$ cat src/rtl/network_mul_arbiter_if.sv
// Handshake bundle between the requesters, the response consumer and the shared
// multiplier on one side and network_mul_arbiter on the other.
interface network_mul_arbiter_if #(
  parameter int unsigned NUM_REQ    = 4,
  parameter int unsigned DIN_WIDTH  = 16,
  parameter int unsigned DOUT_WIDTH = 32,
  parameter int unsigned ID_WIDTH   = 2
);
  logic [NUM_REQ-1:0]           req_valid;
  logic [NUM_REQ-1:0]           req_ready;
  logic [NUM_REQ*DIN_WIDTH-1:0] req_a;
  logic [NUM_REQ*DIN_WIDTH-1:0] req_b;
  logic                         rsp_valid;
  logic                         rsp_ready;
  logic [ID_WIDTH-1:0]          rsp_id;
  logic [DOUT_WIDTH-1:0]        rsp_p;
  logic [DIN_WIDTH-1:0]         mul_din0;
  logic [DIN_WIDTH-1:0]         mul_din1;
  logic [DOUT_WIDTH-1:0]        mul_dout;

  // Environment side: requesters, response consumer and the multiplier itself
  modport master (
    output req_valid, req_a, req_b, rsp_ready, mul_dout,
    input  req_ready, rsp_valid, rsp_id, rsp_p, mul_din0, mul_din1
  );

  modport slave (
    input  req_valid, req_a, req_b, rsp_ready, mul_dout,
    output req_ready, rsp_valid, rsp_id, rsp_p, mul_din0, mul_din1
  );
endinterface

$ cat src/rtl/network_mul_arbiter.sv
// Round-robin arbiter sharing one combinational multiplier among NUM_REQ requesters,
// with an operand register (S1) feeding the multiplier and a registered response (S2).
module network_mul_arbiter #(
  parameter int unsigned NUM_REQ    = 4,
  parameter int unsigned DIN_WIDTH  = 16,
  parameter int unsigned DOUT_WIDTH = 32,
  parameter int unsigned ID_WIDTH   = 2
) (
  input logic                ap_clk,
  input logic                ap_rst_n,
  network_mul_arbiter_if.slave bus
);

  localparam int unsigned IDX_W = (NUM_REQ > 1) ? $clog2(NUM_REQ) : 1;

  if (DOUT_WIDTH != 2 * DIN_WIDTH) begin : g_bad_width
    $error("DOUT_WIDTH must equal 2*DIN_WIDTH");
  end
  if ((1 << ID_WIDTH) < NUM_REQ) begin : g_bad_id
    $error("ID_WIDTH too narrow for NUM_REQ");
  end

  logic [IDX_W-1:0]      last;
  logic                  s1_valid;
  logic [ID_WIDTH-1:0]   s1_id;
  logic [DIN_WIDTH-1:0]  s1_a;
  logic [DIN_WIDTH-1:0]  s1_b;
  logic                  rsp_valid;
  logic [ID_WIDTH-1:0]   rsp_id;
  logic [DOUT_WIDTH-1:0] rsp_p;

  logic                  out_adv;
  logic                  s1_load;
  logic                  grant_found;
  logic [IDX_W-1:0]      grant_idx;
  logic [IDX_W-1:0]      sel;
  logic                  hs;
  logic [NUM_REQ-1:0]    ready;

  logic [DIN_WIDTH-1:0]  a_arr [NUM_REQ];
  logic [DIN_WIDTH-1:0]  b_arr [NUM_REQ];

  for (genvar g = 0; g < NUM_REQ; g++) begin : g_unpack
    assign a_arr[g] = bus.req_a[g*DIN_WIDTH +: DIN_WIDTH];
    assign b_arr[g] = bus.req_b[g*DIN_WIDTH +: DIN_WIDTH];
  end

  assign out_adv = !rsp_valid || bus.rsp_ready;
  assign s1_load = !s1_valid || out_adv;

  // Search starts just after the last granted requester and wraps around
  always_comb begin
    grant_found = 1'b0;
    grant_idx   = '0;
    sel         = '0;
    for (int unsigned k = 1; k <= NUM_REQ; k++) begin
      sel = IDX_W'((32'(last) + k) % NUM_REQ);
      if (!grant_found && bus.req_valid[sel]) begin
        grant_found = 1'b1;
        grant_idx   = sel;
      end
    end
  end

  assign hs = s1_load && grant_found;

  always_comb begin
    ready = '0;
    if (hs) begin
      ready[grant_idx] = 1'b1;
    end
  end

  // S1 operand register and round-robin pointer
  always_ff @(posedge ap_clk or negedge ap_rst_n) begin
    if (!ap_rst_n) begin
      s1_valid <= 1'b0;
      s1_id    <= '0;
      s1_a     <= '0;
      s1_b     <= '0;
      last     <= IDX_W'(NUM_REQ - 1);
    end else if (s1_load) begin
      s1_valid <= grant_found;
      if (grant_found) begin
        s1_id <= ID_WIDTH'(grant_idx);
        s1_a  <= a_arr[grant_idx];
        s1_b  <= b_arr[grant_idx];
        last  <= grant_idx;
      end
    end
  end

  // S2 response register; product captured straight from the multiplier output
  always_ff @(posedge ap_clk or negedge ap_rst_n) begin
    if (!ap_rst_n) begin
      rsp_valid <= 1'b0;
      rsp_id    <= '0;
      rsp_p     <= '0;
    end else if (out_adv) begin
      rsp_valid <= s1_valid;
      if (s1_valid) begin
        rsp_id <= s1_id;
        rsp_p  <= bus.mul_dout;
      end
    end
  end

  assign bus.req_ready = ready;
  assign bus.rsp_valid = rsp_valid;
  assign bus.rsp_id    = rsp_id;
  assign bus.rsp_p     = rsp_p;
  assign bus.mul_din0  = s1_a;
  assign bus.mul_din1  = s1_b;

endmodule

$ cat src/flat_wrapper.sv
// flat-port wrapper written by rule: the top's interface ports become plain ports
module network_mul_arbiter_flat 
#(
  parameter int unsigned NUM_REQ    = 4,
  parameter int unsigned DIN_WIDTH  = 16,
  parameter int unsigned DOUT_WIDTH = 32,
  parameter int unsigned ID_WIDTH   = 2
)
  (ap_clk, ap_rst_n, bus_req_valid, bus_req_a, bus_req_b, bus_rsp_ready, bus_mul_dout, bus_req_ready, bus_rsp_valid, bus_rsp_id, bus_rsp_p, bus_mul_din0, bus_mul_din1);
  network_mul_arbiter_if #(.NUM_REQ(NUM_REQ), .DIN_WIDTH(DIN_WIDTH), .DOUT_WIDTH(DOUT_WIDTH), .ID_WIDTH(ID_WIDTH)) bus_i ();
  input logic ap_clk;
  input logic ap_rst_n;
  input wire logic [$bits(bus_i.req_valid)-1:0] bus_req_valid;
  input wire logic [$bits(bus_i.req_a)-1:0] bus_req_a;
  input wire logic [$bits(bus_i.req_b)-1:0] bus_req_b;
  input wire logic [$bits(bus_i.rsp_ready)-1:0] bus_rsp_ready;
  input wire logic [$bits(bus_i.mul_dout)-1:0] bus_mul_dout;
  output wire logic [$bits(bus_i.req_ready)-1:0] bus_req_ready;
  output wire logic [$bits(bus_i.rsp_valid)-1:0] bus_rsp_valid;
  output wire logic [$bits(bus_i.rsp_id)-1:0] bus_rsp_id;
  output wire logic [$bits(bus_i.rsp_p)-1:0] bus_rsp_p;
  output wire logic [$bits(bus_i.mul_din0)-1:0] bus_mul_din0;
  output wire logic [$bits(bus_i.mul_din1)-1:0] bus_mul_din1;
  assign bus_i.req_valid = bus_req_valid;
  assign bus_i.req_a = bus_req_a;
  assign bus_i.req_b = bus_req_b;
  assign bus_i.rsp_ready = bus_rsp_ready;
  assign bus_i.mul_dout = bus_mul_dout;
  assign bus_req_ready = bus_i.req_ready;
  assign bus_rsp_valid = bus_i.rsp_valid;
  assign bus_rsp_id = bus_i.rsp_id;
  assign bus_rsp_p = bus_i.rsp_p;
  assign bus_mul_din0 = bus_i.mul_din0;
  assign bus_mul_din1 = bus_i.mul_din1;
  network_mul_arbiter #(.NUM_REQ(NUM_REQ), .DIN_WIDTH(DIN_WIDTH), .DOUT_WIDTH(DOUT_WIDTH), .ID_WIDTH(ID_WIDTH)) u_core (.ap_clk(ap_clk), .ap_rst_n(ap_rst_n), .bus(bus_i));
endmodule
$ cat config.mk
export PLATFORM = sky130hd
export DESIGN_NAME = network_mul_arbiter_flat
export DESIGN_NICKNAME = d
export VERILOG_FILES = /design/src/rtl/network_mul_arbiter_if.sv /design/src/rtl/network_mul_arbiter.sv /design/src/flat_wrapper.sv
export SDC_FILE = /design/constraint.sdc
export NUM_CORES = 1
export LEC_CHECK = 0
export BUFFER_PORTS_ARGS = -buffer_cell sky130_fd_sc_hd__buf_2
export CAP_MARGIN = 25
export CORE_UTILIZATION = 43
export DETAILED_ROUTE_END_ITERATION = 10
export GPL_TIMING_DRIVEN = 0
export HOLD_SLACK_MARGIN = 0.05
export MAX_ROUTING_LAYER = met4
export PLACE_DENSITY = 0.85
export SLEW_MARGIN = 25
export SYNTH_ARGS = -nofsm -noshare
export SYNTH_HDL_FRONTEND = slang
export SYNTH_SLANG_ARGS = --single-unit
$ cat constraint.sdc
create_clock -name ap_clk -period 2.1 [get_ports ap_clk]
set_clock_uncertainty 0.15 [all_clocks]
set_input_delay 0.21 -clock ap_clk [delete_from_list [all_inputs] [get_ports ap_clk]]
set_output_delay 0.21 -clock ap_clk [all_outputs]
set_load 0.02 [all_outputs]
==> results.toml, run 1 <==
[global_routing]
grt.overflow.total = 0
grt_pass1_wl_um = 17900
globalRouteTotalUtil_pct = 27.2
grt_antenna_before_repair = 0
grt_max_degree = 39
grt_pass1_vias = 3727

[drt]
dr_total_vias = 3623
drtIter0Drc = 100
avgViaCountPerCell = 5.19
drt_first_pass_iters = 4
drc = 0
avgRoutedWirePerCell_um = 17.7
ant_nets = 0
routed_wl_um = 12400

[synth]
async_flop_share_pct = 100
ys_ff_latch = 72
yosysTopAreaCell = "dfrtp_1"
syn_nets = 457
syn_avg_cell_area_um2 = 12.9
synth_most_common_cell = "dfrtp_1"
synth_seq_area_share_pct = 48.1
synth_edf_count = 0
synthTopCellsByCount = "dfrtp_1, mux2i_1, nor2_1, mux2_2, a221oi_2"
yosys_warnings = 0
syn_inst = 290
yosysTopAreaCellShare_pct = 46.7
synthFlopType = "dfrtp_1"
synthDistinctLibCells = 27
syn_area_um2 = 3750
netlist_top_cells_area = "dfrtp_1, mux2i_1, mux2_2, a221oi_2, nor2_1"

[cts]
htree_levels = 3
clkTransAtPathRegs_ps = 80
cts_root_buf = "clkbuf_8"
clkLatencyLatePin_ps = 350
cts_tree = "yes"
numCtsBuffers = 9
cts_max_path_buffers = 2
clock-sinks = 72

[critical_path]
critPathLaunch = "u_core.last[0]$_DFFE_PN1P_"
r2r-start = "u_core.last[1]$_DFFE_PN1P_"
worstSetupPathType = "register to output pin"
crit_arrival_ps = 1870
critPathRequiredTime_ps = 1740
rrSetupSlack_ps = 60
cp-end-kind = "output pin"
start_kind = "register"
cp_max_fo = 4

[run_status]
status = "finished with violations"
violations = "setup timing"

[timing]
fin_crit_sh_pct = 106
tightest_slew_ps = 500
tns_ps = -468
setup_viol = 4
period_minus_slack_ps = 2230
clock.fmax_ghz = 0.447
slew_viol_final = 0
final-hold-violation-count = 0
slew_headroom_pct = 66.7
rsz0062_at_grt = "yes"
fin_ws_ps = -135

[placed_design]
port-buffer-count = 237
dp_hpwl_um = 8390
place_area_um2 = 5100
gp_congestion = 0.739

[final_layout]
area_growth_pct = 59.6
num_antenna_cells = 0
drive_gt1_share_pct = 61.9
final_nets = 755
final_core_util_pct = 71.8
stdcell_area_um2 = 5990

[floorplan]
num_io_pins = 238
die_y_um = 95.4
die_area_um2 = 9110
initial_core_util_pct = 45.0
core-area_um2 = 8340
rows = 33
die_w_um = 95.4

[hold_path]
min_path_type = "primary input to register"
hp-start = "bus_req_b[47]"

[power_and_ir_drop]
power_mw = 5.36
ir_drop_uv = 564
p_leak_nw = 2.99
cellPowerDensity_nw_per_um2 = 894

[run]
drv_cap = 0
## cells in the final DEF (no fill, tap or decap), drive strengths merged
master	netlist	final
buf	16	266
dfrtp	70	70
mux2i	65	65
dlygate4sd3	0	38
nor2	36	36
mux2	34	34
a221oi	32	32
clkbuf	6	15
nand2	5	5
a21oi	5	5
nand2b	4	4
nor2b	3	3
inv	1	3
and2	2	2
a21o	2	2
bufinv	0	2
dfstp	2	2
o21ai	2	2
o221a	1	1
a211oi	1	1
nor4	1	1
and3	1	1
nor3	1	1
clkinv	0	1
clkinvlp	0	1
## final timing paths
| check | end | depth (start not counted) |
|---|---|---|
| min in group asynchronous | u_core.bus.rsp_p[27]$_DFFE_PN0P_ | 2 |
| max | bus_req_ready[0] | 8 |
| max reg2reg | u_core.bus.mul_din1[4]$_DFFE_PN0P_ | 6 |
| min reg2reg | u_core.s1_id[1]$_DFFE_PN0P_ | 1 |
| max in group asynchronous | u_core.last[1]$_DFFE_PN1P_ | 3 |
| min | u_core.bus.mul_din1[15]$_DFFE_PN0P_ | 3 |
## power breakdown
part / internal (mW) / switching [mW]
clock network: 0.676 / 0.552
logic: 1.07 / 1.21
registers: 1.68 / 0.166
total: 3.43 / 1.93
## registers in the layout, indices dropped and copies added (netlist names)
signal / count
u_core.bus.rsp_p: 32
u_core.bus.rsp_id: 2
u_core.bus.mul_din0: 16
u_core.s1_id: 2
u_core.s1_valid: 1
u_core.bus.mul_din1: 16
u_core.last: 2
u_core.bus.rsp_valid: 1
## per-stage QoR
step	setup WS (ps)	instances	hold WS, ps
global placement	-236	632	291
CTS	-175	695	54.4
floorplan	30.0	290	-236
finish	-135	698	61.1
global route	-216	698	56.3
detailed placement	-275	633	56.7
## cell type report
cell class              count  area [um2]
fillers                   592        2350
multi-input cells         195        1880
flip-flops and latches     72        1800
repair buffers            290        1740
plain buffers              19         216
well taps                 105         131
clock buffers              10         128
clock inverters             6        90.1
inverters                   1        3.75
## worst max-delay path, stage by stage (launching register included)
cell and delay, ps:
dfstp_2 560, nand2b_4 140, nor2_2 40, a211oi_2 210, buf_4 170, nor2_4 50
buf_6 120, and2_4 130, buf_6 120
## kinds of logic after synthesis
group | synth area share [%]
compound gates | 13.4
flops | 48.1
mux | 27.5
buf+inv | 4.93
simple gates | 6.06
## per-layer routing
layer | global-route usage, % | vias to the layer above | routed length [um]
met5 | - | - | 0
met4 | 7.46 | 0 | 138
li1 | - | 1682 | -
met2 | 49.5 | 166 | 6660
met3 | 6.54 | 14 | 904
met1 | 29.4 | 1761 | 4650
## what timing repair did
| item | in CTS | in global routing |
|---|---|---|
| hold endpoints to repair | 73 | 0 |
| endpoints found under the setup margin | 25 | 65 |
| buffers inserted | 8 | 6 |
| resized for setup | 32 | 30 |
| pin swaps | 4 | 7 |
| hold buffers | 38 | 0 |
Note: power is estimated with default switching activity, not from simulation.
==> run 2: changes to the inputs <==
--- a/config.mk
+++ b/config.mk
@@ -7,6 +7,7 @@
 export LEC_CHECK = 0
 export BUFFER_PORTS_ARGS = -buffer_cell sky130_fd_sc_hd__buf_2
 export CAP_MARGIN = 25
+export CORE_MARGIN = 4
 export CORE_UTILIZATION = 43
 export DETAILED_ROUTE_END_ITERATION = 10
 export GPL_TIMING_DRIVEN = 0
==> run 2 against run 1 <==
- the flow still finishes with violations (setup timing)
- highest routed layer unchanged
- sequential share of layout area decreased by 2.3 points
- total power increased by 7.6%
- largest power group unchanged
- first-iteration DRC count increased by 45%
- via count increased by 4.6%
- critical endpoint is now bus_req_ready[2]
==> results.toml, run 2 (synthesized netlist as in run 1, its figures left out) <==
[global_routing]
globalRouteTotalUtil_pct = 26.4
grt_pass1_wl_um = 20100
grt_antenna_before_repair = 0
grt_pass1_vias = 4096
grt_max_degree = 42
grt.overflow.total = 0

[drt]
routed_wl_um = 15000
drt_first_pass_iters = 4
drtIter0Drc = 145
avgRoutedWirePerCell_um = 21.1
drc = 0
ant_nets = 0
avgViaCountPerCell = 5.33
dr_total_vias = 3788

[timing]
final-hold-violation-count = 0
hold_ws_ps = 66.0
rsz0062_at_grt = "yes"
setup_viol = 36
slew_viol_final = 0
clock.fmax_ghz = 0.440
fin_ws_ps = -174
tightest_slew_ps = 437
slew_headroom_pct = 70.9
fin_crit_sh_pct = 108
period_minus_slack_ps = 2270

[critical_path]
critPathLaunch = "u_core.last[1]$_DFFE_PN1P_"
critPathRequiredTime_ps = 1740
r2r-end = "u_core.bus.mul_din1[2]$_DFFE_PN0P_"
cp_slowest_cell = "dfstp_2"
crit_cells = 5
cp_top_family = "flip-flops"
cp-end-kind = "output pin"
crit_chain = "mux2i_1 -> o221a_2 -> buf_12 -> and3_4 -> buf_6"
reg2reg_depth = 7
worstSetupPathType = "register to output pin"
cp_max_fo = 5
rrSetupSlack_ps = -120
critPathMaxStageDelay_ps = 590
start_kind = "register"
crit_path_end = "bus_req_ready[2]"
crit_buf_inv = 2
r2r-start = "u_core.last[1]$_DFFE_PN1P_"
crit_arrival_ps = 1910

[cts]
clkTransAtPathRegs_ps = 90
htree_levels = 3
clkLatencyLatePin_ps = 330
cts_root_buf = "clkbuf_8"
numCtsBuffers = 9
cts_max_path_buffers = 2
cts_tree = "yes"
clock-sinks = 72

[placed_design]
gp_congestion = 0.805
dp_slack_ps = -203
place_inst = 633
dp_hpwl_um = 9460
place_area_um2 = 5100
port-buffer-count = 237

[final_layout]
top_register = "u_core.bus.rsp_p"
mostFrequentLayoutCells = "buf_2, dfrtp_1, dlygate4sd3_1, mux2i_1"
stdcell_area_um2 = 6480
layout_commonest_cell = "buf_2"
drive_gt1_share_pct = 66.8
area_growth_pct = 72.5
final_nets = 768
final_core_util_pct = 77.7
final_cell_count_no_fill = 711
num_antenna_cells = 0
largest_reg_flops = 32

[floorplan]
die_y_um = 101
rows = 33
num_io_pins = 238
die_w_um = 101
die_area_um2 = 10300
core-area_um2 = 8340
initial_core_util_pct = 45.0

[run_status]
violations = "setup timing"
status = "finished with violations"

[power_and_ir_drop]
cellPowerDensity_nw_per_um2 = 890
p_leak_nw = 3.09
ir_drop_uv = 549

[hold_path]
min_path_type = "primary input to register"

[run]
drv_cap = 0
run 2: cell types whose count changed in the layout (fill, tap and decap cells not counted), moves of 5 or more:
cell	delta
clkbuf_16	+6
mux2i_2	+6
mux2i_1	-23
mux2i_4	+17
buf_12	+5
run 2: worst min-delay path by stage:
stage	startpoint	endpoint	slack [ps]	depth (start not counted)
4_1_cts	bus_req_b[31]	u_core.bus.mul_din1[15]$_DFFE_PN0P_	60	3
5_1_grt	bus_req_b[38]	u_core.bus.mul_din1[6]$_DFFE_PN0P_	60	3
2_1_floorplan	ap_rst_n	u_core.bus.mul_din0[0]$_DFFE_PN0P_	-240	0
3_3_place_gp	bus_mul_dout[3]	u_core.bus.rsp_p[3]$_DFFE_PN0P_	290	2
3_5_place_dp	ap_rst_n	u_core.bus.rsp_p[6]$_DFFE_PN0P_	30	1
6_report	bus_req_b[31]	u_core.bus.mul_din1[15]$_DFFE_PN0P_	70	3
run 2: area by class of cell:
type                       instances  area, um2
tap                              105        131
buffer                            20        240
multi-input combinational        195       2120
fill                             522       1860
timing repair buffer             302       1970
sequential                        72       1800
clock inverter                     4       53.8
inverter                           1       3.75
clock buffer                      12        155
run 2: what timing repair did:
| action | CTS | global route |
|---|---|---|
| gates cloned | 1 | 6 |
| hold buffers | 38 | 0 |
| gates resized for setup | 35 | 83 |
| pin swaps | 8 | 24 |
| endpoints found under the setup margin | 5 | 65 |
| endpoints found under the hold margin | 105 | 0 |
| setup buffers | 15 | 5 |
run 2: power breakdown:
group          switching, mW  total (mW)  internal, mW
Clock                  0.529        1.15         0.617
Sequential             0.168        1.85          1.68
Combinational           1.39        2.77          1.38
run 2: through the flow:
step           TNS (ps)  power, mW
5_1_grt           -5740       6.03
6_report          -2940       5.77
4_1_cts            -585       5.31
2_1_floorplan         0       3.16
3_5_place_dp       -512       3.89
3_3_place_gp       -463       3.81
run 2: metal layers:
layer | routed length, um | track usage [%] | vias up
li1 | - | - | 1703
met1 | 5320 | 28.5 | 1827
met2 | 7930 | 46.6 | 213
met3 | 1230 | 5.92 | 45
met4 | 499 | 10.9 | 0
met5 | 0 | - | -
run 2: worst min-delay path: cells and delay by family:
kind	cells	cell delay, ps
muxes	1	120
buffers and inverters	1	100
AOI/OAI and AO/OA	1	90
==> run 3: changes to the inputs <==
--- a/config.mk
+++ b/config.mk
@@ -14,6 +14,7 @@
 export HOLD_SLACK_MARGIN = 0.05
 export MAX_ROUTING_LAYER = met4
 export PLACE_DENSITY = 0.85
+export RECOVER_POWER = 25
 export SLEW_MARGIN = 25
 export SYNTH_ARGS = -nofsm -noshare
 export SYNTH_HDL_FRONTEND = slang
==> run 3 against run 2 <==
- hold slack got worse by 1.5 ps
- largest cell class unchanged
- sequential cell count did not move
- total power barely moved
- worst setup slack got worse by 3.0 ps
- critical path depth did not move
- the run still ends with setup timing left
- sequential share of layout area rose by 0.070 points
- via count rose by 0.77%
- non-clock buffer count did not move
==> results.toml, run 3 (synthesized netlist as in run 1, its figures left out) <==
[run_status]
violations = "setup timing"
status = "finished with violations"

[critical_path]
cp_max_fo = 5
start_kind = "register"
reg2reg_depth = 7
cp-end-kind = "output pin"
crit_path_end = "bus_req_ready[2]"
critPathRequiredTime_ps = 1740
worstSetupPathType = "register to output pin"
critPathLaunch = "u_core.last[1]$_DFFE_PN1P_"
crit_arrival_ps = 1920
r2r-end = "u_core.bus.mul_din1[2]$_DFFE_PN0P_"
r2r-start = "u_core.last[1]$_DFFE_PN1P_"
rrSetupSlack_ps = -120

[cts]
clkLatencyLatePin_ps = 330
cts_tree = "yes"
htree_levels = 3
clkTransAtPathRegs_ps = 90
clock-sinks = 72
numCtsBuffers = 9
cts_root_buf = "clkbuf_8"
cts_max_path_buffers = 2

[placed_design]
dp_hpwl_um = 9460
gp_congestion = 0.805
place_inst = 633
port-buffer-count = 237

[drt]
drc = 0
drtIter0Drc = 145
ant_nets = 0
drt_first_pass_iters = 4
dr_total_vias = 3817
routed_wl_um = 15000
avgRoutedWirePerCell_um = 21.1
avgViaCountPerCell = 5.37

[global_routing]
grt_pass1_wl_um = 20100
grt_max_degree = 42
grt.busiest_layer = "met2"
grt_antenna_before_repair = 0
grt.overflow.total = 0
use_met3_pct = 5.92
met1_usage_pct = 28.5
globalRouteTotalUtil_pct = 26.4
grt_pass1_vias = 4096
use_met2_pct = 46.6

[power_and_ir_drop]
power_mw = 5.76
p_leak_nw = 3.08
ir_drop_uv = 549
sw_frac_of_total_pct = 36.2
cellPowerDensity_nw_per_um2 = 892
combPwrFrac_pct = 48.0
p_int_mw = 3.67
p_sw_mw = 2.09
power_frac_seq_pct = 32.1
clockPowerShare_pct = 19.9

[timing]
slew_headroom_pct = 46.4
hold_ws_ps = 64.4
setup_viol = 36
tns_ps = -3000
period_minus_slack_ps = 2280
slew_viol_final = 0
clock.fmax_ghz = 0.439
tightest_slew_ps = 804
rsz0062_at_grt = "yes"
final-hold-violation-count = 0
fin_crit_sh_pct = 108
fin_ws_ps = -177

[final_layout]
final_nets = 768
final_core_util_pct = 77.5
num_antenna_cells = 0
top_register = "u_core.bus.rsp_p"
drive_gt1_share_pct = 66.7
largest_reg_flops = 32
final_cell_count_no_fill = 711
layout_commonest_cell = "buf_2"
mostFrequentLayoutCells = "buf_2, dfrtp_1, dlygate4sd3_1, mux2i_1"
area_growth_pct = 72.1

[floorplan]
die_y_um = 101
rows = 33
num_io_pins = 238
initial_core_util_pct = 45.0
die_area_um2 = 10300
core-area_um2 = 8340
die_w_um = 101

[run]
drv_cap = 0

[hold_path]
min_path_type = "primary input to register"
## run 3: changes by cell type in the layout (fill, tap and decap cells not counted)
cell      previous run  this run
buf_12              11        10
buf_2              232       231
buf_4               18        17
clkbuf_1             1         2
clkbuf_2             5         6
clkbuf_4             1         2
## run 3: layout make-up
class | count | area, um2
Multi-Input combinational cell | 195 | 2120
Timing Repair Buffer | 302 | 1950
Fill cell | 526 | 1880
Sequential cell | 72 | 1800
Buffer | 20 | 240
Clock buffer | 12 | 155
Tap cell | 105 | 131
Clock inverter | 4 | 53.8
Inverter | 1 | 3.75
## run 3: worst min path at each step
stage	startpoint	end	slack, ps	cells after the start
finish	bus_req_b[31]	u_core.bus.mul_din1[15]$_DFFE_PN0P_	60	3
global route	bus_req_b[38]	u_core.bus.mul_din1[6]$_DFFE_PN0P_	60	3
CTS	bus_req_b[31]	u_core.bus.mul_din1[15]$_DFFE_PN0P_	60	3
detailed placement	ap_rst_n	u_core.bus.rsp_p[6]$_DFFE_PN0P_	30	1
global placement	bus_mul_dout[3]	u_core.bus.rsp_p[3]$_DFFE_PN0P_	290	2
floorplan	ap_rst_n	u_core.bus.mul_din0[0]$_DFFE_PN0P_	-240	0
## run 3: per-layer routing
metal / part of all wire (%) / vias up / wire (um)
li1: - / 1702 / -
met1: 35 / 1837 / 5210
met2: 53 / 227 / 7940
met3: 8.7 / 51 / 1300
met4: 3.5 / 0 / 527
met5: 0 / - / 0
## run 3: power groups by stage
stage / clock (mW) / sequential, mW / combinational, mW
after floorplan: 0 / 2.20 / 0.960
after global placement: 0 / 1.84 / 1.97
after detailed placement: 0 / 1.87 / 2.02
after CTS: 1.16 / 1.84 / 2.31
after global routing: 1.23 / 1.88 / 2.91
final: 1.15 / 1.85 / 2.77
## run 3: repair_timing
| item | in CTS | in global routing |
|---|---|---|
| pin swaps | 8 | 24 |
| endpoints found under the hold margin | 105 | 0 |
| gates resized for setup | 35 | 83 |
| endpoints found under the setup margin | 5 | 65 |
| cloned | 1 | 6 |
| hold buffers | 38 | 0 |
| buffers inserted | 15 | 5 |
## run 3: per-stage QoR
stage	cell area [um2]	worst slack (ps)
floorplan	3760	30.0
global placement	5070	-199
detailed placement	5100	-203
CTS	5960	-178
global route	6460	-252
finish	6460	-177
## run 3: critical path, cell delays in order, from the launching register on
cell,delay [ps]
dfstp_2,590
mux2i_1,220
o221a_2,320
buf_12,160
and3_4,180
buf_6,110
